==> src/rtl/reconf_dsp_seq_pkg.sv <==
// reconf_dsp_seq_pkg: shared definitions for the reconf_dsp_seq microprogram
// sequencer. Holds the default geometry, the instruction field offsets and
// widths, the FSM state encoding and the NOP instruction word.
package reconf_dsp_seq_pkg;

  // Default geometry
  localparam int FIFO_PA_BITS_D = 5;
  localparam int FIFO_PD_BITS_D = 5;
  localparam int FIFO_PF_BITS_D = 5;
  localparam int CMD_WIDTH_D    = 3;
  localparam int PROG_BITS_D    = 5;
  localparam int DRAIN_CYCLES_D = 6;
  localparam int IW_D = FIFO_PA_BITS_D + FIFO_PD_BITS_D + FIFO_PF_BITS_D + CMD_WIDTH_D + 7;

  // Instruction field offsets, LSB up, for the default geometry
  localparam int OFF_FAA  = 0;
  localparam int OFF_FAD  = OFF_FAA + FIFO_PA_BITS_D;
  localparam int OFF_FAC  = OFF_FAD + FIFO_PD_BITS_D;
  localparam int OFF_CMD  = OFF_FAC + FIFO_PF_BITS_D;
  localparam int OFF_PA_L = OFF_CMD + CMD_WIDTH_D;
  localparam int OFF_PD_L = OFF_PA_L + 1;
  localparam int OFF_PC_L = OFF_PA_L + 2;
  localparam int OFF_PI_R = OFF_PA_L + 3;
  localparam int OFF_PP_L = OFF_PA_L + 4;
  localparam int OFF_OMUX = OFF_PA_L + 5;
  localparam int OFF_EOP  = OFF_PA_L + 6;

  // Sequencer states
  typedef enum logic [1:0] {
    ST_IDLE  = 2'd0,
    ST_RUN   = 2'd1,
    ST_DRAIN = 2'd2
  } seq_state_e;

  // All strobes low, no input pull, no end-of-program
  localparam logic [IW_D-1:0] NOP_INSTR = {IW_D{1'b0}};

endpackage

==> src/rtl/reconf_dsp_seq_imem.sv <==
// reconf_dsp_seq_imem: program memory, one synchronous write port and one
// asynchronous read port (distributed RAM). Contents are not reset.
module reconf_dsp_seq_imem
  import reconf_dsp_seq_pkg::*;
#(
  parameter int AW = PROG_BITS_D,
  parameter int DW = IW_D
) (
  input  logic          clk,
  input  logic          we,
  input  logic [AW-1:0] waddr,
  input  logic [DW-1:0] wdata,
  input  logic [AW-1:0] raddr,
  output logic [DW-1:0] rdata
);

  logic [DW-1:0] mem_r [2**AW];

  // Write port
  always_ff @(posedge clk) begin
    if (we) begin
      mem_r[waddr] <= wdata;
    end
  end

  assign rdata = mem_r[raddr];

endmodule

==> src/rtl/reconf_dsp_seq.sv <==
// reconf_dsp_seq: steps a loaded microprogram one instruction per accepted
// cycle, stalls with the element on input starvation, loops until stopped and
// drains the DSP pipeline before signalling done.
// Optional build macro RECONF_DSP_SEQ_PASSLIM_EN adds a pass_limit input.
module reconf_dsp_seq
  import reconf_dsp_seq_pkg::*;
#(
  parameter int FIFO_PA_BITS = FIFO_PA_BITS_D,
  parameter int FIFO_PD_BITS = FIFO_PD_BITS_D,
  parameter int FIFO_PF_BITS = FIFO_PF_BITS_D,
  parameter int CMD_WIDTH    = CMD_WIDTH_D,
  parameter int PROG_BITS    = PROG_BITS_D,
  parameter int DRAIN_CYCLES = DRAIN_CYCLES_D,
  parameter int IW = FIFO_PA_BITS + FIFO_PD_BITS + FIFO_PF_BITS + CMD_WIDTH + 7
) (
  input  logic                    clk,
  input  logic                    rst,
  input  logic                    cfg_we,
  input  logic [PROG_BITS-1:0]    cfg_addr,
  input  logic [IW-1:0]           cfg_data,
  output logic                    cfg_err,
  input  logic                    start,
  input  logic                    stop,
  output logic                    busy,
  output logic                    done,
  output logic [15:0]             pass_cnt,
`ifdef RECONF_DSP_SEQ_PASSLIM_EN
  input  logic [15:0]             pass_limit,
`endif
  input  logic                    din_valid,
  output logic [FIFO_PA_BITS-1:0] exe_faa,
  output logic [FIFO_PD_BITS-1:0] exe_fad,
  output logic [FIFO_PF_BITS-1:0] exe_fac,
  output logic                    exe_pa_l,
  output logic                    exe_pd_l,
  output logic                    exe_pc_l,
  output logic                    exe_pi_r,
  output logic                    exe_pp_l,
  output logic                    exe_cfg_omux,
  output logic [CMD_WIDTH-1:0]    exe_cmd
);

  // Field offsets for this instance's geometry
  localparam int O_FAD  = FIFO_PA_BITS;
  localparam int O_FAC  = O_FAD + FIFO_PD_BITS;
  localparam int O_CMD  = O_FAC + FIFO_PF_BITS;
  localparam int O_PA_L = O_CMD + CMD_WIDTH;
  localparam int O_PI_R = O_PA_L + 3;
  localparam int O_EOP  = O_PA_L + 6;
  localparam int CNT_W  = (DRAIN_CYCLES > 1) ? $clog2(DRAIN_CYCLES) : 1;

  seq_state_e           state_r, state_s;
  logic [PROG_BITS-1:0] pc_r, pc_s, rd_addr_s;
  logic [IW-1:0]        ir_r, ir_s, rd_data_s;
  logic [15:0]          pass_cnt_r, pass_cnt_s;
  logic                 stop_pend_r, stop_pend_s;
  logic [CNT_W-1:0]     drain_cnt_r, drain_cnt_s;
  logic                 cfg_err_r, cfg_err_s;
  logic                 done_r, done_s;
  logic                 mem_we_s, adv_s, lim_hit_s;

  reconf_dsp_seq_imem #(.AW(PROG_BITS), .DW(IW)) u_imem (
    .clk   (clk),
    .we    (mem_we_s),
    .waddr (cfg_addr),
    .wdata (cfg_data),
    .raddr (rd_addr_s),
    .rdata (rd_data_s)
  );

  // Next fetch address: sequential successor, or the top of the program at a
  // boundary and while idle (start always begins at address 0)
  assign rd_addr_s = (state_r == ST_RUN && !ir_r[O_EOP]) ? pc_r + PROG_BITS'(1)
                                                         : {PROG_BITS{1'b0}};
  // The element consumes the instruction unless it pulls input that is absent
  assign adv_s = ~ir_r[O_PI_R] | din_valid;

`ifdef RECONF_DSP_SEQ_PASSLIM_EN
  logic [15:0] pass_limit_r;

  // Capture the pass limit at start; zero means no limit
  always_ff @(posedge clk) begin
    if (rst) begin
      pass_limit_r <= 16'd0;
    end else if (state_r == ST_IDLE && start) begin
      pass_limit_r <= pass_limit;
    end else begin
      pass_limit_r <= pass_limit_r;
    end
  end

  assign lim_hit_s = (pass_limit_r != 16'd0) && ((pass_cnt_r + 16'd1) == pass_limit_r);
`else
  assign lim_hit_s = 1'b0;
`endif

  // Next-state and datapath decisions of the sequencer FSM
  always_comb begin
    state_s     = state_r;
    pc_s        = pc_r;
    ir_s        = ir_r;
    pass_cnt_s  = pass_cnt_r;
    stop_pend_s = stop_pend_r;
    drain_cnt_s = drain_cnt_r;
    cfg_err_s   = 1'b0;
    done_s      = 1'b0;
    mem_we_s    = 1'b0;
    case (state_r)
      ST_IDLE: begin
        mem_we_s = cfg_we;
        if (start) begin
          state_s     = ST_RUN;
          pc_s        = {PROG_BITS{1'b0}};
          ir_s        = rd_data_s;
          pass_cnt_s  = 16'd0;
          stop_pend_s = stop;
        end else begin
          state_s = ST_IDLE;
        end
      end
      ST_RUN: begin
        cfg_err_s   = cfg_we;
        stop_pend_s = stop_pend_r | stop;
        if (!adv_s) begin
          ir_s = ir_r;
        end else if (ir_r[O_EOP]) begin
          pass_cnt_s = pass_cnt_r + 16'd1;
          if (stop_pend_r || stop || lim_hit_s) begin
            // Issue NOPs from here on so the DSP pipeline empties
            state_s     = ST_DRAIN;
            drain_cnt_s = CNT_W'(DRAIN_CYCLES - 1);
            ir_s        = IW'(NOP_INSTR);
            stop_pend_s = 1'b0;
          end else begin
            pc_s = {PROG_BITS{1'b0}};
            ir_s = rd_data_s;
          end
        end else begin
          pc_s = pc_r + PROG_BITS'(1);
          ir_s = rd_data_s;
        end
      end
      ST_DRAIN: begin
        cfg_err_s = cfg_we;
        if (drain_cnt_r == {CNT_W{1'b0}}) begin
          state_s = ST_IDLE;
          done_s  = 1'b1;
        end else begin
          drain_cnt_s = drain_cnt_r - CNT_W'(1);
        end
      end
      default: begin
        state_s = ST_IDLE;
        ir_s    = IW'(NOP_INSTR);
      end
    endcase
  end

  // Sequencer registers with synchronous reset
  always_ff @(posedge clk) begin
    if (rst) begin
      state_r     <= ST_IDLE;
      pc_r        <= {PROG_BITS{1'b0}};
      ir_r        <= {IW{1'b0}};
      pass_cnt_r  <= 16'd0;
      stop_pend_r <= 1'b0;
      drain_cnt_r <= {CNT_W{1'b0}};
      cfg_err_r   <= 1'b0;
      done_r      <= 1'b0;
    end else begin
      state_r     <= state_s;
      pc_r        <= pc_s;
      ir_r        <= ir_s;
      pass_cnt_r  <= pass_cnt_s;
      stop_pend_r <= stop_pend_s;
      drain_cnt_r <= drain_cnt_s;
      cfg_err_r   <= cfg_err_s;
      done_r      <= done_s;
    end
  end

  // ir holds NOP outside RUN, so the bundle comes straight from the register
  assign exe_faa      = ir_r[0 +: FIFO_PA_BITS];
  assign exe_fad      = ir_r[O_FAD +: FIFO_PD_BITS];
  assign exe_fac      = ir_r[O_FAC +: FIFO_PF_BITS];
  assign exe_cmd      = ir_r[O_CMD +: CMD_WIDTH];
  assign exe_pa_l     = ir_r[O_PA_L];
  assign exe_pd_l     = ir_r[O_PA_L + 1];
  assign exe_pc_l     = ir_r[O_PA_L + 2];
  assign exe_pi_r     = ir_r[O_PI_R];
  assign exe_pp_l     = ir_r[O_PA_L + 4];
  assign exe_cfg_omux = ir_r[O_PA_L + 5];

  assign busy     = (state_r != ST_IDLE);
  assign done     = done_r;
  assign cfg_err  = cfg_err_r;
  assign pass_cnt = pass_cnt_r;

endmodule

==> config.mk <==
export PLATFORM = sky130hd
export DESIGN_NAME = reconf_dsp_seq
export DESIGN_NICKNAME = d
export VERILOG_FILES = /design/src/rtl/reconf_dsp_seq_pkg.sv /design/src/rtl/reconf_dsp_seq_imem.sv /design/src/rtl/reconf_dsp_seq.sv
export SDC_FILE = /design/constraint.sdc
export NUM_CORES = 1
export LEC_CHECK = 0
export BUFFER_PORTS_ARGS = -buffer_cell sky130_fd_sc_hd__buf_4
export CAP_MARGIN = 10
export CORE_ASPECT_RATIO = 1.4
export CORE_MARGIN = 5
export CORE_UTILIZATION = 40
export DETAILED_ROUTE_END_ITERATION = 10
export MAX_ROUTING_LAYER = met4
export REMOVE_ABC_BUFFERS = 1
export SYNTH_ARGS = -nofsm -noshare
export SYNTH_HDL_FRONTEND = slang
export SYNTH_SLANG_ARGS = --single-unit
==> constraint.sdc <==
create_clock -name clk -period 2.7 [get_ports clk]
set_input_delay 0.135 -clock clk [delete_from_list [all_inputs] [get_ports clk]]
set_output_delay 0.135 -clock clk [all_outputs]
set_load 0.02 [all_outputs]
==> metrics.csv <==
stage,metric,value,unit
power_and_ir_drop,p_comb_share,7.9,%
final_layout,layout_commonest_cell,edfxtp_1,
floorplanning,fp-row-count,129,
timing,rsz0062_at_grt,false,
clock_tree,cts_root_buf,clkbuf_16,
timing,skew,0.0215,ns
power_and_ir_drop,p_clk_share,40.9,%
floorplanning,fp.dieH,364,µm
floorplanning,placeableCoreArea,0.0886,mm²
synthesis,synth_top_area_share,67.1,%
worst_setup_path,critPathLaunchType,register,
outcome,outcome,"finished, final reports clean",
clock_tree,cts_sinks,854,
worst_setup_path,cp_max_fo,25,
power_and_ir_drop,swShare,22.5,%
grt,grt_start_max_net_pins,131,
final_layout,nFillCells,7570,
power_and_ir_drop,ir_worst_vdd,0.466,mV
synthesis,async_flop_share,0,%
worst_setup_path,path_class,reg2reg,
grt,grt_overflow,0,
place,gp_congestion,0.823,
final_layout,area_growth,16.6,%
place,placed_cells,3752,
floorplanning,io_pins,79,
detailed_routing,drt.antenna.violating_nets,0,
worst_setup_path,arrival,3.12,ns
synthesis,synth_cell_types,54,
timing,maxSlewHeadroom,45.6,%
final_layout,seq_area,0.0251,mm²
detailed_routing,drtIter0Drc,1951,
timing,fmax,386,MHz
clock_tree,worst_setup_hold_path_clk_slew,0.06,ns
synthesis,synth_seq_area_share,70.2,%
power_and_ir_drop,p_seq_share,51.2,%
synthesis,synth.area.top_cells,"edfxtp_1, a21oi_1, mux2i_1",
detailed_routing,wl_per_cell,25.1,µm
detailed_routing,vias,22417,
power_and_ir_drop,p_leak,0.0135,µW
timing,period_minus_slack,2.59,ns
detailed_routing,wirelength,99.1,mm
timing,setup_violations,0,
synthesis,ys_ff_latch,854,
timing,drv_slew,0,
final_layout,layout-drive-gt1-share,17.1,%
final_layout,final_cells,3941,
worst_setup_path,required,3.23,ns
synthesis,synth.largest_area_cell,edfxtp_1,
clock_tree,cts_buffer_depth,3,
power_and_ir_drop,switchingPower,6450,µW
worst_setup_path,end_kind,register,
detailed_routing,via_per_inst,5.69,
detailed_routing,drc,0,
detailed_routing,dr.pass1.iters,7,
floorplanning,die-area,0.0956,mm²
grt,track_usage,20.4,%
synthesis,yosysWarningCount,0,
clock_tree,cts_tree,done,
timing,max_slew.worst_pin.slew,0.813,ns
synthesis,postSynthCellCount,2582,
final_layout,mostFrequentLayoutCells,"edfxtp_1, a21oi_1, buf_4",
power_and_ir_drop,p_per_area,688,mW/mm²
timing,finalHoldViolations,0,
min_path,hold_path.class,in2reg,
grt,antenna_found_initial,2,
grt,grt_pass1_wl,144,mm
clock_tree,htree_levels,3,
place,dp_hpwl,55.1,mm
place,io_buffers,78,
timing,min_period_over_period,95.9,%
synthesis,ys.flop_type,edfxtp_1,
power_and_ir_drop,power,28700,µW
floorplanning,die_x,263,µm
clock_tree,cts_made_buffers,83,
synthesis,syn_area,0.0358,mm²
synthesis,syn_area_per_cell,13.9,µm²
final_layout,nets,2737,
clock_tree,insertion_delay,0.64,ns
floorplanning,initial_core_util,40.4,%
run,drv_cap,0,
grt,grt_pass1_vias,21881,
synthesis,synth_edf_count,800,
final_layout,multiInputGateArea,0.00954,mm²
timing,holdWs,0.212,ns
power_and_ir_drop,internal_power,22200,µW
power by group through the flow:
stage	Clock [µW]	Sequential, µW	Combinational (µW)
finish	11700	14700	2270
global route	12400	14700	2450
floorplan	0	15100	1370
CTS	11900	14700	2250
global placement	0	15000	2160
detailed placement	0	15000	2200
sequential cells by signal, summed over array words and instances (netlist names):
name / cells
cfg_err: 1
done: 1
drain_cnt_r: 3
ir_r: 25
pass_cnt: 16
pc_r: 5
state_r: 2
stop_pend_r: 1
u_imem.mem_r: 800
area by class of cell:
class	count	area share, %
Multi-Input combinational cell	1408	22.9
Sequential cell	854	60.2
Tap cell	1179	3.54
Timing Repair Buffer	232	5.81
Inverter	114	1.03
Clock buffer	113	5.50
Clock inverter	39	1.05
Antenna cell	2	0.0120
path summary, 6_finish.rpt:
path | from | end | slack [ns] | cells after the start
worst max-delay path | state_r[1] | ir_r[21] | 0.11 | 9
worst min-delay path | din_valid | pass_cnt[1] | 0.21 | 7
worst max register to register | state_r[1] | ir_r[21] | 0.11 | 9
worst min register to register | drain_cnt_r[2] | drain_cnt_r[2] | 0.49 | 2
Yosys cell counts (44+ instances only):
library cell,count
nor2_1,113
inv_1,114
nor3_1,129
o21ai_0,83
or3_1,82
dfxtp_1,54
clkbuf_1,82
mux2i_1,128
nand2b_1,79
o22ai_1,50
buf_2,73
nand2_1,44
a21oi_1,315
edfxtp_1,800
mux2_2,74
layer usage:
layer  share of wire, %  GRT usage (%)
met1                 41           25.6
met2                 50           35.1
met3                6.1           2.67
met4                2.7           6.15
met5                  0              -
stage by stage:
step | setup TNS, ns | setup WS (ns) | area [µm²] | util, %
final | 0 | 0.111 | 41700 | 47.1
after global routing | 0 | 0.00891 | 41700 | 47.1
after CTS | 0 | 0.0594 | 41600 | 47.0
after detailed placement | 0 | 0.0897 | 38600 | 43.5
after global placement | 0 | 0.118 | 38600 | 43.5
after floorplan | -494.20 | -17.26 | 34800 | -
worst max-delay path, cell delays in order, from the launching register on:
cell and delay [ns]:
dfxtp_1 0.32, inv_1 0.11, ha_1 0.23, buf_4 0.19, or3b_1 0.40, mux2i_4 0.25
nor2b_4 0.22, buf_12 0.25, o211ai_1 0.20, a32o_1 0.31
cells by family (layout without fill, tap and decap cells):
| logic type | count (synthesis) | in the layout | synth area share, % |
|---|---|---|---|
| flip-flops | 854 | 854 | 70.2 |
| AO/OA/AOI/OAI | 651 | 651 | 11.3 |
| multiplexers | 205 | 205 | 6.10 |
| AND/OR/NAND/NOR | 533 | 533 | 7.84 |
| other | 0 | 2 | 0 |
| XOR/XNOR | 11 | 11 | 0.269 |
| adder cells (fa/ha/maj) | 8 | 8 | 0.280 |
| buffers and inverters | 320 | 498 | 4.07 |
timing repair:
| item | in CTS | in global routing |
|---|---|---|
| hold endpoints to repair | 815 | 0 |
| buffers inserted | 0 | 2 |
| resized for setup | 0 | 3 |
| endpoints found under the setup margin | 0 | 5 |
| hold buffers | 31 | 0 |
Note: power is estimated with default switching activity, not from simulation.
